**config.mk**
```make
export PLATFORM = sky130hd
export DESIGN_NAME = sr_bank_arbiter
export DESIGN_NICKNAME = d
export VERILOG_FILES = /design/src/rtl/sr_bank_arbiter.sv
export SDC_FILE = /design/constraint.sdc
export NUM_CORES = 1
export LEC_CHECK = 0
export CAP_MARGIN = 10
export CORE_AREA = 2 2 76 57
export DETAILED_ROUTE_END_ITERATION = 10
export DIE_AREA = 0 0 78 59
export GPL_TIMING_DRIVEN = 0
export PLACE_DENSITY = 0.85
export SETUP_SLACK_MARGIN = 0.3
export SLEW_MARGIN = 20
export SYNTH_ARGS = -nofsm -noshare
export SYNTH_HDL_FRONTEND = slang
export SYNTH_SLANG_ARGS = --single-unit
```
**constraint.sdc**
```tcl
create_clock -name clk -period 2.2 [get_ports clk]
set_input_delay 0.33 -clock clk [delete_from_list [all_inputs] [get_ports clk]]
set_output_delay 0.33 -clock clk [all_outputs]
set_load 0.05 [all_outputs]
```
**src/rtl/sr_bank_arbiter.sv**
```systemverilog
// sr_bank_arbiter
//   Round-robin arbiter that lets N requesters drive a shared W-bit bank of
//   SR flip-flops. A winner's opcode is turned into registered set/reset
//   vectors for exactly one cycle, followed by at least one quiet cycle so
//   the bank state q is settled before the next opcode is computed from it.
//
//   Opcodes: 00 SET, 01 CLR, 10 LOAD, 11 TOGGLE.
//
//   Optional feature: define SRARB_LOCK_EN to enable ownership locking. A
//   requester granted with its lock bit high keeps the bank (OWN state) and
//   may issue further ops back to back until it drops lock. Without the
//   macro, the lock port is present but ignored and OWN is never entered.
//
//   Reset: rst is synchronous and active-high. s, r and gnt are also forced
//   low while rst is high, so an op aborted by rst in ISSUE never reaches
//   the bank and q keeps its previous value.
//
//   The round-robin index arithmetic wraps modulo 2**clog2(N), which equals N
//   for the supported N=4.

module sr_bank_arbiter #(
  parameter int W = 8,
  parameter int N = 4
) (
  input  logic             clk,
  input  logic             rst,
  input  logic [N-1:0]     req,
  input  logic [2*N-1:0]   op,
  input  logic [W*N-1:0]   data,
  input  logic [N-1:0]     lock,
  input  logic [W-1:0]     q,
  output logic [W-1:0]     s,
  output logic [W-1:0]     r,
  output logic [N-1:0]     gnt,
  output logic             busy
);

  localparam int PW = (N > 1) ? $clog2(N) : 1;

  typedef enum logic [1:0] {
    IDLE  = 2'b00,
    ISSUE = 2'b01,
    OWN   = 2'b10
  } state_e;

  typedef enum logic [1:0] {
    OP_SET    = 2'b00,
    OP_CLR    = 2'b01,
    OP_LOAD   = 2'b10,
    OP_TOGGLE = 2'b11
  } op_e;

  state_e          state;
  logic [PW-1:0]   p;
  logic [W-1:0]    s_q;
  logic [W-1:0]    r_q;
  logic [N-1:0]    gnt_q;

  logic            win_found;
  logic [PW-1:0]   win_idx;
  logic            issue_go;
  logic [PW-1:0]   issue_idx;
  op_e             issue_op;
  logic [W-1:0]    issue_data;
  logic [W-1:0]    issue_s;
  logic [W-1:0]    issue_r;

`ifdef SRARB_LOCK_EN
  logic [PW-1:0]   owner;
  logic            own_lock;
`else
  logic            unused_lock;
  assign unused_lock = ^lock;
`endif

  // Round-robin search over req starting at pointer p.
  always_comb begin
    // NOTE: every variable written here gets a default first; a path that
    // leaves one unassigned would infer a latch.
    win_found = 1'b0;
    win_idx   = '0;
    for (int k = 0; k < N; k++) begin
      if (!win_found && req[p + PW'(k)]) begin
        win_found = 1'b1;
        win_idx   = p + PW'(k);
      end
    end
  end

  // Decide whether an op is issued this cycle and for which requester.
  always_comb begin
    issue_go  = 1'b0;
    issue_idx = win_idx;
    if (state == IDLE) begin
      issue_go = win_found;
    end
`ifdef SRARB_LOCK_EN
    else if (state == OWN && req[owner]) begin
      issue_go  = 1'b1;
      issue_idx = owner;
    end
`endif
  end

  assign issue_op   = op_e'(op[2*issue_idx +: 2]);
  assign issue_data = data[W*issue_idx +: W];

  // Translate the selected opcode into non-overlapping set/reset vectors.
  always_comb begin
    issue_s = '0;
    issue_r = '0;
    case (issue_op)
      OP_SET:    issue_s = issue_data;
      OP_CLR:    issue_r = issue_data;
      OP_LOAD: begin
        issue_s = issue_data;
        issue_r = ~issue_data;
      end
      OP_TOGGLE: begin
        issue_s = issue_data & ~q;
        issue_r = issue_data & q;
      end
      default: ;
    endcase
  end

  // Arbiter FSM with registered set/reset/grant outputs.
  always_ff @(posedge clk) begin
    // NOTE: sequential state uses non-blocking assignments so every register
    // samples the pre-edge values regardless of statement order.
    if (rst) begin
      state <= IDLE;
      p     <= '0;
      s_q   <= '0;
      r_q   <= '0;
      gnt_q <= '0;
`ifdef SRARB_LOCK_EN
      owner    <= '0;
      own_lock <= 1'b0;
`endif
    end else begin
      // Outputs are pulses: zero unless an op is issued on this edge.
      s_q   <= '0;
      r_q   <= '0;
      gnt_q <= '0;
      if (issue_go) begin
        state <= ISSUE;
        s_q   <= issue_s;
        r_q   <= issue_r;
        gnt_q <= N'(1) << issue_idx;
`ifdef SRARB_LOCK_EN
        owner    <= issue_idx;
        own_lock <= lock[issue_idx];
        // A locking owner keeps the pointer until it releases.
        if (!lock[issue_idx]) p <= issue_idx + PW'(1);
`else
        p <= issue_idx + PW'(1);
`endif
      end else begin
        case (state)
`ifdef SRARB_LOCK_EN
          ISSUE: state <= own_lock ? OWN : IDLE;
          OWN: begin
            if (!lock[owner]) begin
              state <= IDLE;
              p     <= owner + PW'(1);
            end
          end
`else
          ISSUE: state <= IDLE;
`endif
          default: state <= IDLE;
        endcase
      end
    end
  end

  // Reset masks the pulses immediately so an aborted op never hits the bank.
  assign s    = s_q & {W{~rst}};
  assign r    = r_q & {W{~rst}};
  assign gnt  = gnt_q & {N{~rst}};
  assign busy = (state != IDLE);

endmodule

```
# Word level (Yosys, flattened, before mapping)
# Cells that the tools add are included.
totals:
  regBits: 24
  wordCells: 59
op_classes:
  addsub: 4
  n_lt_le_gt_ge: 4
  eq_ne: 3
  shift: 3
  n_mux: 20
  n_bitwise: 9
  reduce_logical: 11
op_table:
  columns: ["cell", "count"]
  rows:
  - ["$and 8x8->8", 4]
  - ["$shiftx 32x6->8", 1]
  - ["$pmux 8 s3", 1]
  - ["$not 8->8", 2]
  - ["$pmux 8 s2", 1]
  - ["$lt 2x3->1 const B", 4]
  - ["$mux 1", 10]
  - ["$bmux 1 s2", 4]
  - ["$mux 2", 4]
  - ["$shiftx 8x4->2", 1]
  - ["$add 2x1->2 const B", 2]
  - ["$add 2x2->2 const B", 2]
  - ["$and 4x4->4", 1]
  - ["$eq 2x2->1 const B", 2]
  - ["$logic_not 2->1", 2]
  - ["$reduce_or 2->1", 2]
  - ["$shl 1x2->4 const A", 1]
  - ["$logic_and 1x1->1", 3]
  - ["$logic_not 1->1", 3]
  - ["$eq 2x1->1 const B", 1]
  - ["$not 1->1", 2]
  - ["$reduce_bool 2->1", 1]

# Depth between registers and ports, before layout
# Gate-level depths: netlist of the first run.
logic_depth:
  word_depth: 16
  depth_mapped: 9

# Worst setup path before layout of the first run
# Ideal clock, no wire load.
synth_timing:
  path_kind: "input-to-reg"
  startpoint: "input req[2]"
  endpoint: "register r_q[3]"
  setup_ns: 0.070
  arrival_ns: 1.922
  required_time_ns: 2.130
  path_slack_ns: 0.208
  stages: 9
  cell_sequence: "nor2b_1 -> o21ai_1 -> o221ai_2 -> buf_6 -> buf_12 -> mux2i_1 -> mux2_2 -> or3_1 -> a21oi_1"
synth_via:
  elab_chain_cells: 15
synth_rtl:
  columns: ["item", "line_no", "text"]
  rows:
  - ["from (decl)", "27", "input logic [N-1:0] req,"]
  - ["$bmux 1 s2", "83", "if (!win_found && req[p + PW'(k)]) begin"]
  - ["$mux 1 (not written as such)", "83", null]
  - ["$mux 1", "83", null]
  - ["$logic_not 1->1", "83", null]
  - ["$logic_and 1x1->1", "83", null]
  - ["$mux 1", "83", null]
  - ["$logic_not 1->1", "83", null]
  - ["$logic_and 1x1->1", "83", null]
  - ["$mux 1", "83", null]
  - ["$logic_not 1->1", "83", null]
  - ["$logic_and 1x1->1", "83", null]
  - ["$mux 2 or $mux 1 (tied branches)", "83", null]
  - ["$shiftx 32x6->8 (tied with other cells)", "106", "assign issue_data = data[W*issue_idx +: W];"]
  - ["$and 8x8->8 (tied with other cells)", "121", "issue_r = issue_data & q;"]
  - ["$pmux 8 s3 or $reduce_or 2->1 (tied branches)", null, null]
  - ["to (signal assigned)", "149", "r_q <= issue_r;"]
  - ["to (decl)", "56", "logic [W-1:0] r_q;"]
# Parallel ways exist; a longest one is shown, timed or not. The select of a mux whose other input is x is not followed.
# A chain may end at the register's enable or synchronous reset.

# Worst setup path after layout of the first run
layout_timing:
  startpoint: "register p[0]"
  endpoint: "register r_q[7]"
layout_via:
  elab_chain_cells: 15
layout_rtl:
  columns: ["item", "line_no", "text"]
  rows:
  - ["from (decl)", "54", "logic [PW-1:0] p;"]
  - ["from (signal assigned)", "157", "p <= issue_idx + PW'(1);"]
  - ["branches (longest 15 deep; another with $add 2x1->2)", null, null]
# Parallel ways; which one is timed is not known. The select of a mux whose other input is x is not followed.

==> results of run 1 <==
-- cells in the mapped netlist --
master,count
nor2b_2,2
inv_1,3
o21ai_4,2
a211o_1,1
mux2i_1,16
nor3_1,10
nor2b_1,22
o211ai_2,1
xnor2_1,1
or3_1,9
nand3_1,3
buf_12,1
o21ai_1,1
nand2_1,13
and3_4,2
buf_2,1
a211oi_1,3
o221a_2,1
o211a_1,1
nor4_1,1
dfxtp_1,23
o221ai_2,1
o21ba_2,1
nor2_2,1
o21bai_1,1
mux2_2,8
a21oi_1,16
o21ai_0,1
a22oi_1,1
buf_6,2
clkbuf_1,4
a21boi_1,2
nor2_1,15
-- final cells by class --
cell class / count / area share
multi-input cells: 138 / 0.4292
repair buffers: 92 / 0.3138
flip-flops and latches: 23 / 0.1814
plain buffers: 8 / 0.02813
well taps: 52 / 0.02522
clock buffers: 3 / 0.01600
inverters: 3 / 0.004365
clock inverters: 1 / 0.001940
-- flip-flops by register name, summed over array words and instances, names as in the netlist --
| name | count |
|---|---|
| gnt_q | 4 |
| r_q | 8 |
| p | 2 |
| state | 1 |
| s_q | 8 |
-- worst reg2reg max path: cells and delay by family, from the launching register on --
kind,cells,cell delay (ns)
AOI/OAI and AO/OA,4,0.82
buffers and inverters,1,0.13
DFF,1,0.39
and+or+nand+nor,3,0.62
-- logic make-up (layout without fill, tap and decap cells) --
kind of cell	count (synthesis)	in the layout	synth area share
AND/OR/NAND/NOR	78	78	0.2868
AO/OA/AOI/OAI	33	35	0.1671
multiplexers	24	24	0.1723
flip-flops	23	23	0.3170
buffers and inverters	11	107	0.05081
XOR/XNOR	1	1	0.006030
-- worst max path at each step --
stage | from | to | slack (ns) | depth (start not counted)
after CTS | rst | gnt[1] | 0.09 | 4
final | p[0] | r_q[7] | 0.17 | 8
after detailed placement | req[1] | r_q[3] | -0.59 | 9
after floorplan | req[2] | r_q[3] | 0.27 | 9
after global routing | p[0] | r_q[4] | 0.11 | 9
after global placement | req[1] | r_q[3] | -0.53 | 8
-- repair_timing --
action                                  4_1_cts  5_1_grt
pin swaps                                    22        2
endpoints found under the hold margin         0        0
gates resized for setup                     112       40
endpoints found under the setup margin       37       27
cloned                                        3        0
setup buffers                                15        2
-- per-layer routing --
layer | part of all wire | global-route usage
met5 | 0 | 0
met4 | 0.0097 | 0.05263
met3 | 0.079 | 0.05335
met2 | 0.49 | 0.4064
met1 | 0.42 | 0.2685
-- metrics by stage --
stage | std cells | cell area [sq um] | worst slack, ns | hold slack [ns] | utilization
after floorplan | 170 | 1460 | 0.2665 | 0.5133 | -
after global placement | 296 | 2266 | -0.5335 | 0.4762 | 0.5957
after detailed placement | 296 | 2266 | -0.5936 | 0.4968 | 0.5957
after CTS | 318 | 2589 | 0.09425 | 0.4992 | 0.6806
after global routing | 320 | 2580 | 0.1094 | 0.5207 | 0.6783
final | 320 | 2580 | 0.1716 | 0.4970 | 0.6783
-- where the power goes --
part	internal, mW	switching [mW]
clock	0.127	0.148
combinational	0.489	0.491
sequential	0.470	0.0249
total	1.09	0.664
==> summary.txt, run 1 <==
Clocking
  – CTS tree: done
  – CTS clk-pin slew, worst paths: approximately 0.080 ns
  – CTS Buf Count: 3
  – TritonCTS Sinks: 23
  – Root Driver: clkbuf_8
  – # H-tree levels: 1
  – Hold buffer count at CTS: 0
  – Clock Tree Buf Depth: 2
  – Worst-Skew Late Latency: 0.27 ns

Worst setup path
  – Type of the worst setup path: reg2reg
  – Critical Path, Cell by Cell: nor2b_4 > buf_4 > a211o_4 > and3_4 > o21ai_4 > a21oi_2 > or3_1 > a21oi_1
  – Reg2reg end: r_q[7]
  – Worst R2R Start: p[0]
  – R2R Setup Slk: ~0.17 ns
  – CP Data Arrival Time: roughly 2.2 ns
  – Worst-path fanout max: 7
  – Required time of the critical path: roughly 2.4 ns
  – Max incr delay on CP: a little under 0.4 ns
  – Critical Path Source Type: flop
  – WP buf/inv: 1
  – Reg2Reg Depth: 8
  – CP top delay family: compound AO/OA/AOI/OAI gates
  – Slowest cell on the critical path: dfxtp_4
  – Crit path capture type: flop

Global routing
  – Largest net degree at the start of global routing: 14
  – First-pass GRT wire length: approximately 7900 microns
  – Vias in the first global route: about 1,700
  – Overall routing resource usage: 0.2222
  – Initial antenna violation count: 0
  – Total gr overflow: 0

Synthesis
  – Synth Net Count: 228
  – Register area share after synthesis: 0.3170
  – Top-area cell type share of the netlist area: 0.3170
  – Mean post-synth cell area: around 8.5 sq um
  – Synth Cell Area: approximately 1500 sq um
  – Top post-synthesis cells by area: dfxtp_1 32%, mux2i_1 11%, nor2b_1 9.5%
  – Yosys reg bits: 23
  – Leading area contributor after synthesis: dfxtp_1
  – Mapped Cells: 170
  – Netlist cell types: 33
  – Yosys Warn Count: 0

Die
  – # rows: 19
  – Core area: around 3800 sq um
  – Initial Util: 0.3819
  – Ports: 79
  – Die W: 78 microns
  – Die H: around 59 microns
  – Die footprint: about 4600 sq um

Pwr
  – PD cells: 678.6 nW/um^2
  – Maximum VDD drop: about 0.42 mV
  – Total power draw: between 1.5 and 2 mW
  – P_leak: 1.112 nW

Outcome
  – Outcome: complete, no violations

Hold path
  – Hold EP: p[0]
  – HP Class: reg2reg
  – Hold path start: state[0]
  – Hold-critical path depth: 2

Timing
  – Max Clock Freq: about 0.49 GHz
  – Setup violators final: 0
  – Worst-Margin Slew: 0.4853 ns
  – TNS Setup: 0 ns
  – Fin crit share: 0.9220
  – Max-slew headroom: 0.6754
  – Hold Vio Cnt, Final: 0
  – Max Slew Vio Count: 0
  – Crit path time final: slightly above 2 ns
  – Worst Clk Skew: 0.002596 ns
  – RSZ-0062 raised after global routing: yes

Detailed routing
  – WL per Instance: 15.19 microns
  – Final ANT Viol Nets: 0
  – Post-route DRC: 0
  – Final wirelength: 4860 microns
  – DR vias: 1,669
  – Drt pass-1 iters: 4
  – 1st-iter DRT viols: 88
  – Via density per instance: about 5.2

Layout
  – Fill cells: roughly 310
  – Commonest non-fill, non-tap cell in the layout: clkdlybuf4s50_1
  – Reg area: roughly 470 sq um
  – Layout cells sized above 1: 0.3545
  – Diode count: 0
  – Syn-to-layout area delta: 77.61%
  – Nets@finish: between 300 and 400
  – Area of the multi-input gates: ~1100 sq um
  – Most frequent cells in the layout: 50 x clkdlybuf4s50_1, 21 x nor2b_1, 21 x dfxtp_1, 16 x buf_4, 16 x mux2i_1

Placement
  – Gpl congestion: roughly 0.78
  – DPL Wire Length: about 3200 microns
  – I/O Buffers: 74

Job
  – Max cap viols: 0
(Power assumes the default switching activity.)
==> run 2: changes to the inputs <==
Settings changed: CORE_AREA 2 2 76 57 to 2 2 76 56, CTS_BUF_LIST set to sky130_fd_sc_hd__clkbuf_2 sky130_fd_sc_hd__clkbuf_4 sky130_fd_sc_hd__clkbuf_8, DIE_AREA 0 0 78 59 to 0 0 78 58, PLACE_DENSITY 0.85 to 0.87.
==> run 2 against run 1 <==
- hold slack gained 0.017 ns
- clock power is 4% lower
- largest cell class unchanged
- flip-flop and latch count is the same
- clock skew grew 0.0030 ns
- highest routed layer unchanged
- sequential power increased by 0.8%
==> summary.txt, run 2 (synthesis results as in run 1) <==
Outcome
  – Outcome: complete, no violations (unchanged)

Timing
  – Max Slew Vio Count: 0 (unchanged)
  – Max Clock Freq: 0.4808 GHz (was 0.4930 GHz)
  – Worst Clk Skew: 0.005629 ns (was 0.002596 ns)
  – Crit path time final: 2.080 ns (was 2.028 ns)
  – TNS Setup: 0 ns (unchanged)
  – Max-slew headroom: 0.6700 (was 0.6754)
  – Hold Vio Cnt, Final: 0 (unchanged)
  – Fin crit share: 0.9454 (was 0.9220)
  – RSZ-0062 raised after global routing: yes (unchanged)
  – Worst-Margin Slew: 0.4970 ns (was 0.4853 ns)
  – Fin worst setup slack: 0.1201 ns (was 0.1716 ns)
  – Setup violators final: 0 (unchanged)

Placement
  – I/O Buffers: 74 (unchanged)
  – Place WS: -0.5420 ns (was -0.5936 ns)
  – Gpl congestion: 0.7945 (was 0.7834)
  – DPL Wire Length: 3154 microns (was 3187 microns)
  – DP Area: 2266 sq um (unchanged)
  – Placed cells: 296 (unchanged)

Detailed routing
  – DR vias: 1,719 (was 1,669)
  – WL per Instance: 16.05 microns (was 15.19 microns)
  – 1st-iter DRT viols: 115 (was 88)
  – Drt pass-1 iters: 4 (unchanged)
  – Final wirelength: 5264 microns (was 4860 microns)
  – Via density per instance: 5.241 (was 5.216)
  – Post-route DRC: 0 (unchanged)
  – Final ANT Viol Nets: 0 (unchanged)

Pwr
  – PD cells: 689.3 nW/um^2 (was 678.6 nW/um^2)
  – Maximum VDD drop: 0.4316 mV (was 0.4178 mV)
  – P_leak: 1.169 nW (was 1.112 nW)

Clocking
  – CTS Buf Count: 3 (unchanged)
  – CTS clk-pin slew, worst paths: 0.08 ns (about the same)
  – TritonCTS Sinks: 23 (unchanged)
  – CTS tree: done (unchanged)
  – Root Driver: clkbuf_8 (unchanged)
  – Hold buffer count at CTS: 0 (unchanged)
  – Worst-Skew Late Latency: 0.27 ns (about the same)
  – Clock Tree Buf Depth: 2 (unchanged)
  – # H-tree levels: 1 (unchanged)

Layout
  – Commonest non-fill, non-tap cell in the layout: clkdlybuf4s50_1 (unchanged)
  – Diode count: 0 (unchanged)
  – Fill cells: 285 (was 311)
  – Fin util: 0.6997 (was 0.6783)
  – Fin cells: 328 (was 320)
  – Layout cells sized above 1: 0.3768 (was 0.3545)
  – Biggest regs: r_q: 8 flops, s_q: 8 flops, gnt_q: 4 flops (unchanged)
  – Final Cell Area: 2661 sq um (was 2580 sq um)
  – Syn-to-layout area delta: 83.20% (was 77.61%)
  – Nets@finish: 335 (was 327)
  – Most frequent cells in the layout: 50 x clkdlybuf4s50_1, 21 x dfxtp_1, 20 x nor2b_1, 19 x buf_2, 19 x buf_4 (was 50 x clkdlybuf4s50_1, 21 x nor2b_1, 21 x dfxtp_1, 16 x buf_4, 16 x mux2i_1)

Worst setup path
  – CP top delay family: compound AO/OA/AOI/OAI gates (unchanged)
  – Critical Path, Cell by Cell: nor2b_4 > o21ai_2 > o221ai_2 > buf_6 > buf_12 > buf_8 > mux2i_1 > mux2_4 > or3_4 > a21oi_4 (was nor2b_4 > buf_4 > a211o_4 > and3_4 > o21ai_4 > a21oi_2 > or3_1 > a21oi_1)
  – Slowest cell on the critical path: dfxtp_4 (unchanged)
  – Crit path capture type: flop (unchanged)
  – Type of the worst setup path: reg2reg (unchanged)
  – Critical Path Source Type: flop (unchanged)
  – Worst-path fanout max: 6 (was 7)
  – Max incr delay on CP: 0.39 ns (about the same)
  – WP buf/inv: 3 (was 1)
  – CP Data Arrival Time: 2.27 ns (was 2.23 ns)
  – Critical Path Start: p[0] (unchanged)
  – Required time of the critical path: 2.39 ns (was 2.41 ns)
  – Worst R2R Start: p[0] (unchanged)

Die
  – Initial Util: 0.3819 (unchanged)
  – Die footprint: 4524 sq um (was 4602 sq um)
  – Ports: 79 (unchanged)
  – Core area: 3804 sq um (unchanged)
  – Die H: 58 microns (was 59 microns)
  – # rows: 19 (unchanged)
  – Die W: 78 microns (unchanged)

Job
  – Max cap viols: 0 (unchanged)

Global routing
  – Total gr overflow: 0 (unchanged)
  – Overall routing resource usage: 0.2250 (was 0.2222)
  – Vias in the first global route: 1,689 (was 1,687)
  – First-pass GRT wire length: 7907 microns (unchanged)
  – Initial antenna violation count: 0 (unchanged)
  – Largest net degree at the start of global routing: 14 (unchanged)

Hold path
  – Hold path start: state[0] (unchanged)
  – HP Class: reg2reg (unchanged)
==> run 2: changes by cell type in the layout (fill, tap and decap cells not counted), moves of 3 or more <==
cell,delta
clkbuf_2,-8
buf_2,+8
buf_6,+4
a21oi_2,-4
buf_4,+3
a21oi_1,+3
==> run 2: worst paths after layout <==
kind | cells past startpoint | to | slack (ns)
worst min register to register | 2 | p[0] | 0.51
worst max-delay path | 10 | r_q[5] | 0.12
worst min-delay path | 2 | p[0] | 0.51
worst max register to register | 10 | r_q[5] | 0.12
==> run 2: metal layers <==
| layer | global-route usage | wire, microns | up-vias |
|---|---|---|---|
| met4 | 0.06516 | 120 | 0 |
| met3 | 0.05763 | 510 | 12 |
| li1 | - | - | 814 |
| met5 | 0 | 0 | - |
| met2 | 0.4039 | 2568 | 109 |
| met1 | 0.2696 | 2064 | 784 |
==> run 2: metrics by stage <==
step / hold WS (ns) / total power, mW
after floorplan: 0.5133 / 1.008
after CTS: 0.5006 / 1.746
after detailed placement: 0.4995 / 1.244
after global placement: 0.4787 / 1.233
after global routing: 0.5431 / 1.910
final: 0.5142 / 1.834
==> run 2: report_power, final <==
group / internal (mW) / leakage (nW) / total (mW) / switching [mW]
combinational: 0.545 / 0.954 / 1.07 / 0.526
sequential: 0.471 / 0.190 / 0.499 / 0.0283
clock: 0.127 / 0.0255 / 0.265 / 0.138
==> run 2: worst register-to-register path, stage by stage, from the launching register on <==
cell and delay [ns]:
dfxtp_4 0.39, nor2b_4 0.05, o21ai_2 0.15, o221ai_2 0.12, buf_6 0.14, buf_12 0.13
buf_8 0.13, mux2i_1 0.11, mux2_4 0.28, or3_4 0.35, a21oi_4 0.17
==> run 2: final cells by class <==
cell class | count | area (sq um) | share of cell area
plain buffers | 8 | 78.83 | 0.02962
inverters | 3 | 11.26 | 0.004231
clock buffers | 3 | 41.29 | 0.01551
clock inverters | 1 | 5.005 | 0.001881
flip-flops and latches | 23 | 467.9 | 0.1758
well taps | 52 | 65.06 | 0.02445
repair buffers | 100 | 867.1 | 0.3258
multi-input cells | 138 | 1125 | 0.4227
==> run 2: what timing repair did <==
action / in CTS / in global routing
gates resized for setup: 126 / 43
hold endpoints to repair: 0 / 0
endpoints found under the setup margin: 37 / 30
pin swaps: 22 / 7
gates cloned: 2 / 0
setup buffers: 24 / 2
==> run 3: changes to the inputs <==
Settings changed: CORE_AREA 2 2 76 56 to 2 2 64 66, DIE_AREA 0 0 78 58 to 0 0 66 68, PLACE_DENSITY 0.87 to 0.86.
==> run 3 against run 2 <==
- sequential share of layout area down 1.2 points
- register-to-register slack lost 0.06 ns
- maximum frequency shrank 2.7%
- critical endpoint is now r_q[7]
- highest routed layer unchanged
- non-clock buffer count up 7
==> summary.txt, run 3 (synthesis results as in run 1) <==
Detailed routing
  – 1st-iter DRT viols: 94 (was 115)
  – Via density per instance: 5.405 (was 5.241)
  – DR vias: 1,800 (was 1,719)
  – Post-route DRC: 0 (unchanged)
  – Drt pass-1 iters: 4 (unchanged)
  – WL per Instance: 17.99 microns (was 16.05 microns)
  – Final wirelength: 5990 microns (was 5264 microns)
  – Final ANT Viol Nets: 0 (unchanged)

Timing
  – Worst-Margin Slew: 0.5112 ns (was 0.4970 ns)
  – Worst Clk Skew: 0.001535 ns (was 0.005629 ns)
  – Max Clock Freq: 0.4678 GHz (was 0.4808 GHz)
  – Max-slew headroom: 0.6560 (was 0.6700)
  – Hold Vio Cnt, Final: 0 (unchanged)
  – Fin worst setup slack: 0.06239 ns (was 0.1201 ns)
  – Fin Hold WS: 0.4959 ns (was 0.5142 ns)
  – Fin crit share: 0.9716 (was 0.9454)
  – Crit path time final: 2.138 ns (was 2.080 ns)
  – RSZ-0062 raised after global routing: yes (unchanged)
  – Setup violators final: 0 (unchanged)
  – Max Slew Vio Count: 0 (unchanged)

Worst setup path
  – Critical Path Start: p[0] (unchanged)
  – Reg2Reg Depth: 9 (was 10)
  – Reg2reg end: r_q[7] (was r_q[5])
  – WP buf/inv: 2 (was 3)
  – Critical Path, Cell by Cell: nor2b_4 > nor2_4 > o221ai_2 > buf_6 > buf_16 > mux2i_1 > mux2_4 > or3_4 > a21oi_4 (was nor2b_4 > o21ai_2 > o221ai_2 > buf_6 > buf_12 > buf_8 > mux2i_1 > mux2_4 > or3_4 > a21oi_4)
  – Worst R2R Start: p[0] (unchanged)
  – Worst-path fanout max: 7 (was 6)
  – Crit path capture type: flop (unchanged)
  – CP top delay family: simple AND/OR/NAND/NOR gates (was compound AO/OA/AOI/OAI gates)
  – Slowest cell on the critical path: dfxtp_4 (unchanged)
  – R2R Setup Slk: 0.06 ns (was 0.12 ns)
  – Max incr delay on CP: 0.37 ns (was 0.39 ns)
  – Required time of the critical path: 2.40 ns (was 2.39 ns)
  – Critical path depth in cells: 9 (was 10)
  – CP Data Arrival Time: 2.33 ns (was 2.27 ns)
  – Type of the worst setup path: reg2reg (unchanged)
  – Critical Path Source Type: flop (unchanged)

Global routing
  – Vias in the first global route: 1,838 (was 1,689)
  – Total gr overflow: 0 (unchanged)
  – Overall routing resource usage: 0.2488 (was 0.2250)
  – Largest net degree at the start of global routing: 13 (was 14)
  – First-pass GRT wire length: 8390 microns (was 7907 microns)
  – Initial antenna violation count: 0 (unchanged)

Pwr
  – Net switching power of the design: 741.1 uW (was 692.0 uW)
  – Int Pwr: 1.233 mW (was 1.142 mW)
  – Sw frac: 0.3754 (was 0.3772)
  – P_leak: 1.235 nW (was 1.169 nW)
  – Maximum VDD drop: 0.3593 mV (was 0.4316 mV)
  – PD cells: 692.9 nW/um^2 (was 689.3 nW/um^2)
  – Combinational group share of total power: 0.613 (was 0.584)
  – Flop pwr share: 0.248 (was 0.272)
  – Clock share of power: 0.138 (was 0.144)

Die
  – Die footprint: 4488 sq um (was 4524 sq um)
  – Die W: 66 microns (was 78 microns)
  – Initial Util: 0.3767 (was 0.3819)
  – Ports: 79 (unchanged)
  – Die H: 68 microns (was 58 microns)
  – # rows: 23 (was 19)
  – Core area: 3856 sq um (was 3804 sq um)

Placement
  – I/O Buffers: 74 (unchanged)
  – DPL Wire Length: 3042 microns (was 3154 microns)
  – Gpl congestion: 0.8015 (was 0.7945)
  – Place WS: -0.5275 ns (was -0.5420 ns)

Hold path
  – Hold EP: p[0] (unchanged)
  – Hold path start: state[0] (unchanged)
  – HP Class: reg2reg (unchanged)
  – Hold-critical path depth: 2 (unchanged)

Layout
  – Area of the multi-input gates: 1177 sq um (was 1125 sq um)
  – Reg area: 467.9 sq um (unchanged)
  – Nets@finish: 342 (was 335)
  – Diode count: 0 (unchanged)
  – Fill cells: 274 (was 285)
  – Syn-to-layout area delta: 96.12% (was 83.20%)
  – Most frequent cells in the layout: 50 x clkdlybuf4s50_1, 21 x nor2b_1, 21 x dfxtp_1, 21 x buf_4, 17 x buf_2 (was 50 x clkdlybuf4s50_1, 21 x dfxtp_1, 20 x nor2b_1, 19 x buf_2, 19 x buf_4)
  – Fin util: 0.7388 (was 0.6997)
  – Layout cells sized above 1: 0.4240 (was 0.3768)
  – Biggest regs: r_q: 8 flops, s_q: 8 flops, gnt_q: 4 flops (unchanged)
  – Commonest non-fill, non-tap cell in the layout: clkdlybuf4s50_1 (unchanged)

Clocking
  – Root Driver: clkbuf_8 (unchanged)
  – Clock Tree Buf Depth: 2 (unchanged)
  – CTS clk-pin slew, worst paths: 0.08 ns (about the same)
  – CTS Buf Count: 3 (unchanged)
  – # H-tree levels: 1 (unchanged)
  – TritonCTS Sinks: 23 (unchanged)
  – CTS tree: done (unchanged)
  – Worst-Skew Late Latency: 0.26 ns (was 0.27 ns)

Job
  – Max cap viols: 0 (unchanged)

Outcome
  – Outcome: complete, no violations (unchanged)
[run 3: cell count changes in the layout (fill, tap and decap cells not counted), sizes merged]
| cell | previous run | this run |
|---|---|---|
| clkbuf | 8 | 11 |
| clkinv | 1 | 0 |
| buf | 49 | 54 |
[run 3: worst max-delay path by stage]
stage                  end
finish              r_q[7]
global route        r_q[3]
CTS                 r_q[4]
detailed placement  r_q[6]
global placement    r_q[4]
floorplan           r_q[3]
[run 3: cell type report]
| type | instances | share of cell area |
|---|---|---|
| Buffer | 8 | 0.02811 |
| Timing Repair Buffer | 107 | 0.3513 |
| Inverter | 3 | 0.003953 |
| Tap cell | 50 | 0.02196 |
| Sequential cell | 23 | 0.1643 |
| Multi-Input combinational cell | 138 | 0.4133 |
| Clock buffer | 4 | 0.01713 |
[run 3: repair_timing]
action	CTS	global route
pin swaps	28	6
setup buffers	26	6
cloned	3	0
resized for setup	138	43
hold buffers	0	0
endpoints found under the setup margin	37	30
[run 3: worst reg2reg max path, stage by stage, from the launching register on]
cell      delay [ns]
dfxtp_4         0.37
nor2b_4         0.20
nor2_4          0.07
o221ai_2        0.17
buf_6           0.22
buf_16          0.14
mux2i_1         0.07
mux2_4          0.30
or3_4           0.36
a21oi_4         0.16
[run 3: power groups by stage]
stage,registers (mW),clock network (mW),logic [mW]
floorplan,0.498,0,0.510
global placement,0.498,0,0.732
detailed placement,0.499,0,0.745
CTS,0.493,0.266,1.05
global route,0.495,0.292,1.27
finish,0.490,0.273,1.21
[run 3: per-stage QoR]
step | TNS, ns | total power [mW] | cells | cell area, sq um
2_1_floorplan | 0 | 1.008 | 170 | 1460
3_3_place_gp | -9.165 | 1.230 | 294 | 2263
3_5_place_dp | -9.823 | 1.244 | 294 | 2263
4_1_cts | 0 | 1.809 | 327 | 2741
5_1_grt | -0.01578 | 2.057 | 333 | 2849
6_report | 0 | 1.974 | 333 | 2849
[run 3: per-layer routing]
metal  part of all wire  vias up  track usage
li1                   -      829            -
met1               0.36      840       0.2515
met2               0.53      109       0.4861
met3              0.070       22      0.05592
met4              0.036        0       0.1122
met5                  0        -            0
